<file path="config.mk">
export PLATFORM = sky130hd
export DESIGN_NAME = issue_arbiter
export DESIGN_NICKNAME = d
export VERILOG_FILES = /design/src/rtl/issue_arbiter.sv
export SDC_FILE = /design/constraint.sdc
export NUM_CORES = 1
export LEC_CHECK = 0
export ABC_AREA = 1
export CAP_MARGIN = 10
export CELL_PAD_IN_SITES_DETAIL_PLACEMENT = 0
export CELL_PAD_IN_SITES_GLOBAL_PLACEMENT = 1
export CORE_ASPECT_RATIO = 1.25
export CORE_MARGIN = 2
export CORE_UTILIZATION = 33
export CTS_CLUSTER_SIZE = 40
export DETAILED_ROUTE_END_ITERATION = 7
export PLACE_DENSITY = 0.79
export SYNTH_ARGS = -nofsm -noshare
export SYNTH_HDL_FRONTEND = slang
export SYNTH_SLANG_ARGS = --single-unit
</file>
<file path="constraint.sdc">
create_clock -name clk -period 2 [get_ports clk]
set_input_delay 0.4 -clock clk [delete_from_list [all_inputs] [get_ports clk]]
set_output_delay 0.4 -clock clk [all_outputs]
set_load 0.01 [all_outputs]
</file>
<file path="src/rtl/issue_arbiter.sv">
// Dual-stream issue arbiter with a 32-entry pending-write scoreboard.
// Define ISSUE_ARB_COP_EN to enable the coprocessor (B) stream and round-robin arbitration.
module issue_arbiter (
    input  logic       clk,
    input  logic       rst_n,
    input  logic       flush,
    input  logic       stall,
    input  logic       a_valid,
    output logic       a_ready,
    input  logic [4:0] a_rd,
    input  logic [4:0] a_rs1,
    input  logic [4:0] a_rs2,
    input  logic       b_valid,
    output logic       b_ready,
    input  logic [4:0] b_rd,
    input  logic [4:0] b_rs1,
    input  logic [4:0] b_rs2,
    input  logic       wb_a_valid,
    input  logic [4:0] wb_a_rd,
    input  logic       wb_b_valid,
    input  logic [4:0] wb_b_rd,
    output logic       issue_valid,
    output logic       issue_sel,
    output logic [4:0] issue_rd,
    output logic       busy
);
    localparam int unsigned REG_W    = 5;
    localparam int unsigned NUM_REGS = 32;

    logic [NUM_REGS-1:0] sb;
    logic [NUM_REGS-1:0] sb_next;
    logic                a_elig;
    logic                grant_a;
    logic                grant_b;
    logic                grant;
    logic [REG_W-1:0]    grant_rd;

    // Hazard check sees only the registered scoreboard: no same-cycle write-back bypass.
    assign a_elig = rst_n & a_valid & ~stall & ~flush
                  & ~sb[a_rs1] & ~sb[a_rs2] & ~sb[a_rd];

`ifdef ISSUE_ARB_COP_EN
    typedef enum logic {
        LAST_A = 1'b0,
        LAST_B = 1'b1
    } rr_state_t;

    rr_state_t rr_q;
    rr_state_t rr_d;
    logic      b_elig;

    assign b_elig = rst_n & b_valid & ~stall & ~flush
                  & ~sb[b_rs1] & ~sb[b_rs2] & ~sb[b_rd];

    always_ff @(posedge clk or negedge rst_n) begin
        if (!rst_n) rr_q <= LAST_B;
        else        rr_q <= rr_d;
    end

    // Round-robin pick; pointer moves only when something is granted.
    always_comb begin
        rr_d    = rr_q;
        grant_a = 1'b0;
        grant_b = 1'b0;
        if (a_elig && b_elig) begin
            if (rr_q == LAST_B) grant_a = 1'b1;
            else                grant_b = 1'b1;
        end else begin
            grant_a = a_elig;
            grant_b = b_elig;
        end
        if (grant_a)      rr_d = LAST_A;
        else if (grant_b) rr_d = LAST_B;
    end
`else
    logic unused_cop;

    assign grant_a    = a_elig;
    assign grant_b    = 1'b0;
    assign unused_cop = ^{b_valid, b_rd, b_rs1, b_rs2, wb_b_valid, wb_b_rd};
`endif

    assign a_ready  = grant_a;
    assign b_ready  = grant_b;
    assign grant    = grant_a | grant_b;
    assign grant_rd = grant_b ? b_rd : a_rd;
    assign busy     = |sb;

    // Scoreboard update: flush wins outright, otherwise clears first so a same-cycle set wins.
    always_comb begin
        sb_next = sb;
        if (flush) begin
            sb_next = '0;
        end else begin
            if (wb_a_valid) sb_next[wb_a_rd] = 1'b0;
`ifdef ISSUE_ARB_COP_EN
            if (wb_b_valid) sb_next[wb_b_rd] = 1'b0;
`endif
            if (grant) sb_next[grant_rd] = 1'b1;
        end
        sb_next[0] = 1'b0;
    end

    always_ff @(posedge clk or negedge rst_n) begin
        if (!rst_n) begin
            sb          <= '0;
            issue_valid <= 1'b0;
            issue_sel   <= 1'b0;
            issue_rd    <= '0;
        end else begin
            sb          <= sb_next;
            issue_valid <= grant;
            if (grant) begin
                issue_sel <= grant_b;
                issue_rd  <= grant_rd;
            end
        end
    end
endmodule

</file>
# --- Word-level counts from Yosys, hierarchy flattened ---
# Cells that the tools add are included.
word_totals:
  regBits: 37
  latch_bits: 0
  ram_bits: 0
  romBits: 0
  inputBits: 48
  output_inout_bits: 10
  wordCells: 40
  n_memories: 0
classes:
  add_sub_neg: 0
  n_mul: 0
  div_mod_pow: 0
  order_cmp: 6
  eq_ne: 0
  shift: 0
  muxes: 14
  bitwise_logic: 14
  n_reduce_logical: 3
ops:
  columns: ["op", "count"]
  rows:
  - ["32-bit 2-to-1 mux", 4]
  - ["32-bit AND", 1]
  - ["32-bit NOT", 1]
  - ["32-bit OR", 1]
  - ["31-bit OR reduction", 1]
  - ["5-bit by 6-bit < comparator with 1-bit output (second input constant)", 4]
  - ["1-bit binary-select mux with 5-bit select", 3]
  - ["1-bit demux with 5-bit select", 2]
  - ["5-bit by 1-bit greater-or-equal comparator with 1-bit output (second input constant)", 2]
  - ["1-bit AND", 6]
  - ["1-bit 2-to-1 mux", 5]
  - ["1-bit NOT", 5]
  - ["1-bit logical AND", 2]

# --- Logic depth before layout (Yosys ltp) ---
# Gate-level depths: netlist of run 1.
depth:
  word_depth: 11
  ltp_mapped: 16
  ltp_nobuf: 13

# --- Worst setup path before layout of run 1 ---
# Ideal clock, no wire load.
synth_timing:
  kind: "input to output"
  startpoint: "input port a_rd[1]"
  endpoint: "output port a_ready"
  arrival_ns: 1.631
  t_required_ns: 1.600
  slack_ns: -0.031
  cell_stages: 13
  n_path_buf: 2
  cell_sequence: "buf_2 -> inv_2 -> nor2_2 -> a21oi_1 -> nand2_1 -> nand2_1 -> nand2_1 -> inv_2 -> nand3_1 -> nor2_4 -> nand2_2 -> buf_6 -> inv_1"
synth_between:
  elab_chain_cells: 4
synth_lines:
  columns: ["element", "line", "rtl"]
  rows:
  - ["start: declaration", "10", "input logic [4:0] a_rd,"]
  - ["1-bit binary-select mux with 5-bit select", "40", "& ~sb[a_rs1] & ~sb[a_rs2] & ~sb[a_rd];"]
  - ["1-bit 2-to-1 mux (not written as such)", "40", null]
  - ["1-bit NOT", "40", null]
  - ["1-bit AND", "40", null]
  - ["end: declaration", "9", "output logic a_ready,"]
# Every way passes these cells. The select of a mux whose other input is x is not followed.

# --- Worst setup path after layout of run 1 ---
layout_timing:
  startpoint: "register sb[13]"
  endpoint: "output port a_ready"
layout_between:
  elab_chain_cells: 6
  word_cells_on_any_way: 12
  cone_classes: "6 x mux; 6 x bitwise"
layout_lines:
  columns: ["element", "line", "rtl"]
  rows:
  - ["start: declaration", "30", "logic [NUM_REGS-1:0] sb;"]
  - ["start signal: assignment", "111", "sb <= sb_next;"]
  - ["1-bit binary-select mux with 5-bit select", "40", null]
  - ["1-bit 2-to-1 mux (not written as such)", "40", null]
  - ["1-bit NOT", "40", null]
  - ["1-bit AND (2 in series)", "40", null]
  - ["1-bit AND (*)", "40", null]
# Every way passes the cells marked *; elsewhere a longest branch is shown, timed or not. The select of a mux whose other input is x is not followed.

==> out/qor_table.md, run 1 <==
| Metric | Value | Unit |
|:---|:---|:---|
| Num ports | 58 | - |
| Remaining Overflow, GRT | 0 | - |
| Wire length reported by the detailed router | 11600 | um |
| Prevailing post-synth register cell | sky130_fd_sc_hd__dfrtp_1 | - |
| Kind of end point of the critical path | output port | - |
| Fraction of the core area covered by cells at the end of the flow | 45.9 | % |
| Die span in x | 89.6 | um |
| Total setup violations reported at the end of the flow | 2 | - |
| Data required time at the worst endpoint | 1600 | ps |
| Iteration count of the initial detailed-routing pass | 6 | - |
| Via density per instance | 5.24 | - |
| CTS tree | done | - |
| Synthesized area per cell | 6.13 | sq um |
| Slowest stage delay, CP | 460 | ps |
| Number of DRC markers after the initial detailed-route iteration | 292 | - |
| Crit path top cell by count | sky130_fd_sc_hd__nand2_1 | - |
| TNS Setup | -148 | ps |
| Highest-count cells in the layout ignoring fill and taps | sky130_fd_sc_hd__nand2_1, sky130_fd_sc_hd__nand3_1, sky130_fd_sc_hd__buf_4 | - |
| Final Wtd Congestion | 0.976 | - |
| Clock network fraction of design power | 44.9 | % |
| Residual antenna-violating net count after detailed routing | 0 | - |
| Crit Path Category | reg -> out | - |
| Starting Density | 33.5 | % |
| Number of buffers and inverters on the critical path | 5 | - |
| Post-Route Skew | 4.83 | ps |
| Count of port buffers added during placement | 33 | - |
| Maximum vdd drop | 0.000474 | V |
| Largest net degree at the start of global routing | 38 | - |
| Type of the most critical hold path | in -> async | - |
| Period utilisation layout | 107 | % |
| Hold Worst Slack | 205 | ps |
| Leading cell type in the layout, fill and taps excluded | sky130_fd_sc_hd__nand2_1 | - |
| Number of antenna violations at the first check in global routing | 0 | - |
| Post-synth EDFFs | 0 | - |
| Max-cap violation count | 0 | - |
| Unrepaired setup endpoints after global routing | yes | - |
| Routed length on met1 | 4550 | um |
| Fraction of power consumed by sequential logic | 34.2 | % |
| Startpoint kind of the worst setup timing path | flop | - |
| Post-layout net count | 625 | - |
| First-pass GRT wire length | 18000 | um |
| Instance count of the mapped netlist | 493 | - |
| Standard-cell row count | 39 | - |
| Number of global-route vias before repair | 3517 | - |
| Antenna fix cells | 0 | - |
| Clk sink count | 37 | - |
| FF/Latch Area | 936 | sq um |
| DR WL met3 | 591 | um |
| Estimated wirelength of the detail-placed design | 8340 | um |
| Clock latency of the later-clocked register in the worst-skew pair | 280 | ps |
| Post-place setup slack | -918 | ps |
| Cell with the largest stage delay on the worst path | sky130_fd_sc_hd__dfrtp_2 | - |
| Worst-path clk slew | 60 | ps |
| Synth-to-layout area growth | 37.1 | % |
| Buffer levels on the longest clock path | 2 | - |
| Clock H-tree levels | 2 | - |
| Worst-case setup margin in the final layout | -132 | ps |
| Netlist cell types | 23 | - |
| Outcome | finished, violations left | - |
| Violations in the final reports | setup timing | - |
| Fmax | 0.469 | GHz |
| Fraction of registers with async set or reset after synthesis | 100 | % |
| CTS Root Cell | sky130_fd_sc_hd__clkbuf_16 | - |
| CP Data Arrival Time | 1730 | ps |
| Total GRT Usage | 23.6 | % |
| Total vias in the final route | 3676 | - |
| Pins over their slew limit | 0 | - |
| Uppermost metal layer occupied by signal nets | met4 | - |
| Routed wire length per instance | 16.6 | um |
| TritonCTS buffer count | 5 | - |
| Die H | 111 | um |
| Hold buffer count at CTS | 0 | - |
| Part of the Yosys area used for sequential elements | 30.6 | % |
| Area of the core region | 9030 | sq um |
| Logic pwr share | 20.9 | % |
| Multi-input gate area in the final layout | 1770 | sq um |
| Minimum clock period after layout | 2130 | ps |
| Warning count from the yosys run | 0 | - |
| Pwr per Cell Area | 561 | nW/um^2 |
| Largest driver fanout on the critical path | 4 | - |
| Static leakage | 0.00191 | uW |
| DRC errors left | 0 | - |
| Total of fill cells in the finished design | 965 | - |
| Proportion of layout cells with a drive suffix above 1 | 22.7 | % |
| DR WL met2 | 6050 | um |
| Internal Pwr Total | 1710 | uW |
| Synth Cell Area | 3020 | sq um |
| Critical path cell sequence | buf_4, inv_1, nand2_1, nand3_1, nand3_1, nand3_1, nand2_1, nand2_1, nand2_1, inv_2, nand2_2, inv_2, buf_6 | - |
| Die Footprint | 9940 | sq um |
| Net Sw Power | 619 | uW |
| Total of flip-flops plus latches after synthesis | 37 | - |
| Hold Vio Cnt, Final | 0 | - |
| Critical path's top delay family | simple AND/OR/NAND/NOR gates | - |
| Switching portion of total power | 26.6 | % |
[Yosys cell counts, types with 5 or more instances]
cell type	number	area (sq um)
sky130_fd_sc_hd__a21oi_1	32	160
sky130_fd_sc_hd__buf_2	8	40.0
sky130_fd_sc_hd__buf_4	5	37.5
sky130_fd_sc_hd__buf_6	8	90.1
sky130_fd_sc_hd__dfrtp_1	37	926
sky130_fd_sc_hd__inv_1	51	191
sky130_fd_sc_hd__inv_2	5	18.8
sky130_fd_sc_hd__nand2_1	140	526
sky130_fd_sc_hd__nand3_1	92	460
sky130_fd_sc_hd__nor2_1	40	150
sky130_fd_sc_hd__nor3_1	9	45.0
sky130_fd_sc_hd__o21ai_0	40	200
[final cells by class]
| class | instances | share of cell area (%) |
|---|---|---|
| multi-input cells | 378 | 42.7 |
| flip-flops and latches | 37 | 22.6 |
| repair buffers | 99 | 21.1 |
| inverters | 56 | 5.20 |
| well taps | 123 | 3.72 |
| clock buffers | 5 | 3.02 |
| clock inverters | 3 | 1.66 |
[registers in the layout (all words and copies together) (netlist names)]
name,flops
sb,31
issue_rd,5
issue_valid,1
[worst paths after layout]
path	to	depth (start not counted)	startpoint	slack (ps)
max	a_ready	13	sb[13]$_DFF_PN0_	-130
min	sb[14]$_DFF_PN0_	2	rst_n	210
max reg2reg	sb[10]$_DFF_PN0_	13	sb[13]$_DFF_PN0_	60
min reg2reg	issue_rd[4]$_DFFE_PN0N_	2	issue_rd[4]$_DFFE_PN0N_	490
max in group asynchronous	sb[24]$_DFF_PN0_	2	rst_n	1430
min in group clk	issue_rd[4]$_DFFE_PN0N_	2	issue_rd[4]$_DFFE_PN0N_	490
[stage by stage]
stage | power, uW | instances | instance area (sq um)
after floorplan | 1040 | 494 | 3030
after global placement | 1260 | 683 | 3750
after detailed placement | 1260 | 683 | 3750
after CTS | 2320 | 700 | 4090
after global routing | 2410 | 701 | 4140
final | 2320 | 701 | 4140
[layer usage]
layer  global-route usage (%)  up-vias
met3                     3.35       34
met4                     9.75        0
met1                     29.5     1723
li1                         -     1782
met5                        0        -
met2                     39.7      137
[cells by family after synthesis]
| logic type | share of synthesized area, % |
|---|---|
| AO/OA/AOI/OAI | 14.2 |
| other | 0.124 |
| flip-flops | 30.6 |
| buffers and inverters | 13.1 |
| AND/OR/NAND/NOR | 41.9 |
[power by group through the flow]
stage	combinational [uW]	sequential [uW]	clock [uW]
floorplan	221	819	0
finish	486	794	1040
detailed placement	456	807	0
global placement	453	807	0
CTS	477	794	1050
global route	527	795	1090
[timing repair]
action / CTS / global route
gates cloned: 2 / 1
endpoints found under the setup margin: 38 / 33
pin swaps: 5 / 11
gates resized for setup: 63 / 19
setup buffers: 7 / 2
(Power assumes the default switching activity.)
==> run 2, diff against run 1 <==
Settings changed: ABC_AREA 1 to 0, CORE_UTILIZATION 33 to 36, PLACE_DENSITY 0.79 to 0.78.
==> run 2 against run 1 <==
  * The flow still finishes with violations (setup timing)
  * Area after synthesis shrank 5.0%
  * Flip-flop and latch count is the same
  * Non-clock buffer count grew 22
  * Largest power group is now sequential cells
  * First-iteration DRC count shrank 3.4%
  * Clock power shrank 26%
  * Sequential power is essentially flat
  * Sequential share of layout area shrank 2.2 points
  * Setup slack lost 410 ps
==> out/qor_table.md, run 2 <==
| Metric | Value | Unit |
|:---|:---|:---|
| Number of antenna violations at the first check in global routing | 0 | - |
| Post-synth EDFFs | 0 | - |
| Largest driver fanout on the critical path | 7 | - |
| Starting Density | 36.8 | % |
| Crit path top cell by count | sky130_fd_sc_hd__buf_6 | - |
| Prevailing post-synth register cell | sky130_fd_sc_hd__dfrtp_1 | - |
| Wire length reported by the detailed router | 11800 | um |
| Period utilisation layout | 127 | % |
| Hold Vio Cnt, Final | 0 | - |
| Estimated wirelength of the detail-placed design | 7550 | um |
| Worst-margin pin slew | 675 | ps |
| Final Wtd Congestion | 0.927 | - |
| Die Footprint | 8710 | sq um |
| Register-to-register setup slack | -460 | ps |
| Area of the core region | 7790 | sq um |
| Worst-case setup margin in the final layout | -537 | ps |
| Share of the synthesized area in the top cell type | 32.2 | % |
| Post-Route Skew | 4.96 | ps |
| Fraction of registers with async set or reset after synthesis | 100 | % |
| Leading cell type in the layout, fill and taps excluded | sky130_fd_sc_hd__buf_4 | - |
| Remaining Overflow, GRT | 0 | - |
| Worst-path clk slew | 80 | ps |
| Pins over their slew limit | 0 | - |
| Die span in x | 83.9 | um |
| TritonCTS buffer count | 5 | - |
| DRC errors left | 0 | - |
| Count of port buffers added during placement | 33 | - |
| Most common cell in the netlist | sky130_fd_sc_hd__dfrtp_1 | - |
| Slowest stage delay, CP | 560 | ps |
| Outcome | finished, violations left | - |
| Crit Path Category | in -> out | - |
| Clock H-tree levels | 2 | - |
| Post-place setup slack | -1270 | ps |
| Largest register FFs | 31 | - |
| Standard-cell row count | 36 | - |
| Routed wire length per instance | 24.1 | um |
| Proportion of layout cells with a drive suffix above 1 | 45.7 | % |
| Launching instance or port of the critical path | a_rs2[0] | - |
| Total of flip-flops plus latches after synthesis | 37 | - |
| Pwr per Cell Area | 449 | nW/um^2 |
| Hold buffer count at CTS | 0 | - |
| Worst slew margin relative to its limit | 55.0 | % |
| Termination of the worst setup path | a_ready | - |
| Critical register-to-register path startpoint | sb[14]$_DFF_PN0_ | - |
| Clk sink count | 37 | - |
| Cell with the largest stage delay on the worst path | sky130_fd_sc_hd__or4b_4 | - |
| R2R cell count | 9 | - |
| Synth Cell Area | 2870 | sq um |
| Data required time at the worst endpoint | 1600 | ps |
| Kind of end point of the critical path | output port | - |
| CTS Root Cell | sky130_fd_sc_hd__clkbuf_8 | - |
| Fmax | 0.394 | GHz |
| Instance count of the mapped netlist | 284 | - |
| Total vias in the final route | 3130 | - |
| Leading cell types by total area after synthesis | sky130_fd_sc_hd__dfrtp_1, sky130_fd_sc_hd__mux4_2, sky130_fd_sc_hd__o31ai_1 | - |
| Clock latency of the later-clocked register in the worst-skew pair | 290 | ps |
| Largest Register | sb | - |
| Post-layout net count | 441 | - |
| Number of global-route vias before repair | 3001 | - |
| Startpoint kind of the worst setup timing path | input port | - |
| Minimum clock period after layout | 2540 | ps |
| Residual antenna-violating net count after detailed routing | 0 | - |
| Maximum vdd drop | 0.000427 | V |
| CTS tree | done | - |
| Library cell with the largest summed area after synthesis | sky130_fd_sc_hd__dfrtp_1 | - |
| Number of DRC markers after the initial detailed-route iteration | 282 | - |
| Fraction of the core area covered by cells at the end of the flow | 58.5 | % |
| Unrepaired setup endpoints after global routing | yes | - |
| Worst reg2reg path endpoint | sb[1]$_DFF_PN0_ | - |
| Via density per instance | 6.39 | - |
| Highest-count cells in the layout ignoring fill and taps | sky130_fd_sc_hd__buf_4, sky130_fd_sc_hd__dfrtp_1, sky130_fd_sc_hd__nand2_1, sky130_fd_sc_hd__nand3b_1, sky130_fd_sc_hd__o31ai_4 | - |
| Buffer levels on the longest clock path | 2 | - |
| Largest net degree at the start of global routing | 38 | - |
| Total setup violations reported at the end of the flow | 38 | - |
| Part of the Yosys area used for sequential elements | 32.2 | % |
| Synth-to-layout area growth | 58.6 | % |
| Largest registers | sb (31), issue_rd (5), issue_valid (1) | - |
| Type of the most critical hold path | in -> async | - |
| Critical path cell sequence | buf_2, buf_6, buf_6, mux4_2, o22ai_2, or4b_4, and3_4, nand4_4, inv_4, buf_6 | - |
| Static leakage | 0.00188 | uW |
| Num ports | 58 | - |
| Netlist cell types | 48 | - |
| Violations in the final reports | setup timing | - |
| TNS Setup | -14730 | ps |
| Synthesized area per cell | 10.1 | sq um |
| Die H | 104 | um |
| Iteration count of the initial detailed-routing pass | 4 | - |
| First-pass GRT wire length | 16600 | um |
| Max-cap violation count | 0 | - |
| CP Data Arrival Time | 2140 | ps |
| Total GRT Usage | 24.3 | % |
| Warning count from the yosys run | 0 | - |
| Post-synth top cells | sky130_fd_sc_hd__dfrtp_1, sky130_fd_sc_hd__o31ai_1, sky130_fd_sc_hd__nand2_1, sky130_fd_sc_hd__nand3b_1, sky130_fd_sc_hd__nor2b_1 | - |
## run 2: kinds of logic after synthesis
kind of cell	count (synthesis)	synth area share (%)
buffers and inverters	25	5.01
muxes	36	19.7
DFF	37	32.2
AOI/OAI and AO/OA	60	15.0
and+or+nand+nor	125	27.9
other	1	0.131
## run 2: how the worst min path moves through the flow
stage	endpoint	slack, ps	depth (start not counted)	startpoint
floorplan	issue_rd[0]$_DFFE_PN0N_	100	0	rst_n
global route	sb[21]$_DFF_PN0_	260	2	rst_n
global placement	issue_rd[4]$_DFFE_PN0N_	490	1	issue_rd[4]$_DFFE_PN0N_
CTS	sb[14]$_DFF_PN0_	260	2	rst_n
finish	sb[26]$_DFF_PN0_	230	2	rst_n
detailed placement	issue_rd[3]$_DFFE_PN0N_	490	1	issue_rd[3]$_DFFE_PN0N_
## run 2: area by class of cell
cell class | count | area (sq um)
Fill cell | 617 | 3240
Clock inverter | 3 | 65.1
Sequential cell | 37 | 931
Tap cell | 95 | 119
Clock buffer | 5 | 68.8
Multi-Input combinational cell | 223 | 2200
Antenna cell | 1 | 2.50
Inverter | 5 | 21.3
Timing Repair Buffer | 121 | 1150
## run 2: power breakdown
group | switching [uW] | leakage, uW | internal (uW)
Combinational | 247 | 0.00131 | 235
Clock | 278 | 0.0000681 | 495
Sequential | 14.3 | 0.000502 | 777
## run 2: metrics by stage
stage	area, sq um	cells	power [uW]	hold WS [ps]
after floorplan	2910	285	990	104
after global placement	3740	465	1220	493
after detailed placement	3740	465	1220	493
after CTS	4050	481	2000	255
after global routing	4550	489	2120	255
final	4560	490	2050	230
## run 2: timing repair
item | in CTS | in global routing
setup endpoints to repair | 39 | 38
gates cloned | 3 | 5
resized for setup | 43 | 69
pin swaps | 8 | 13
setup buffers | 5 | 3
## run 2: worst max-delay path, delay by kind of cell
kind | cells | cell delay [ps]
multiplexers | 1 | 330
AO/OA/AOI/OAI | 1 | 60
buffers and inverters | 5 | 490
AND/OR/NAND/NOR | 3 | 850
## run 2: per-layer routing
layer | up-vias | GRT usage (%) | part of all wire, %
met5 | - | 0 | 0
li1 | 1321 | - | -
met3 | 75 | 4.44 | 7.6
met1 | 1537 | 31.0 | 36
met2 | 197 | 39.8 | 49
met4 | 0 | 11.5 | 7.0
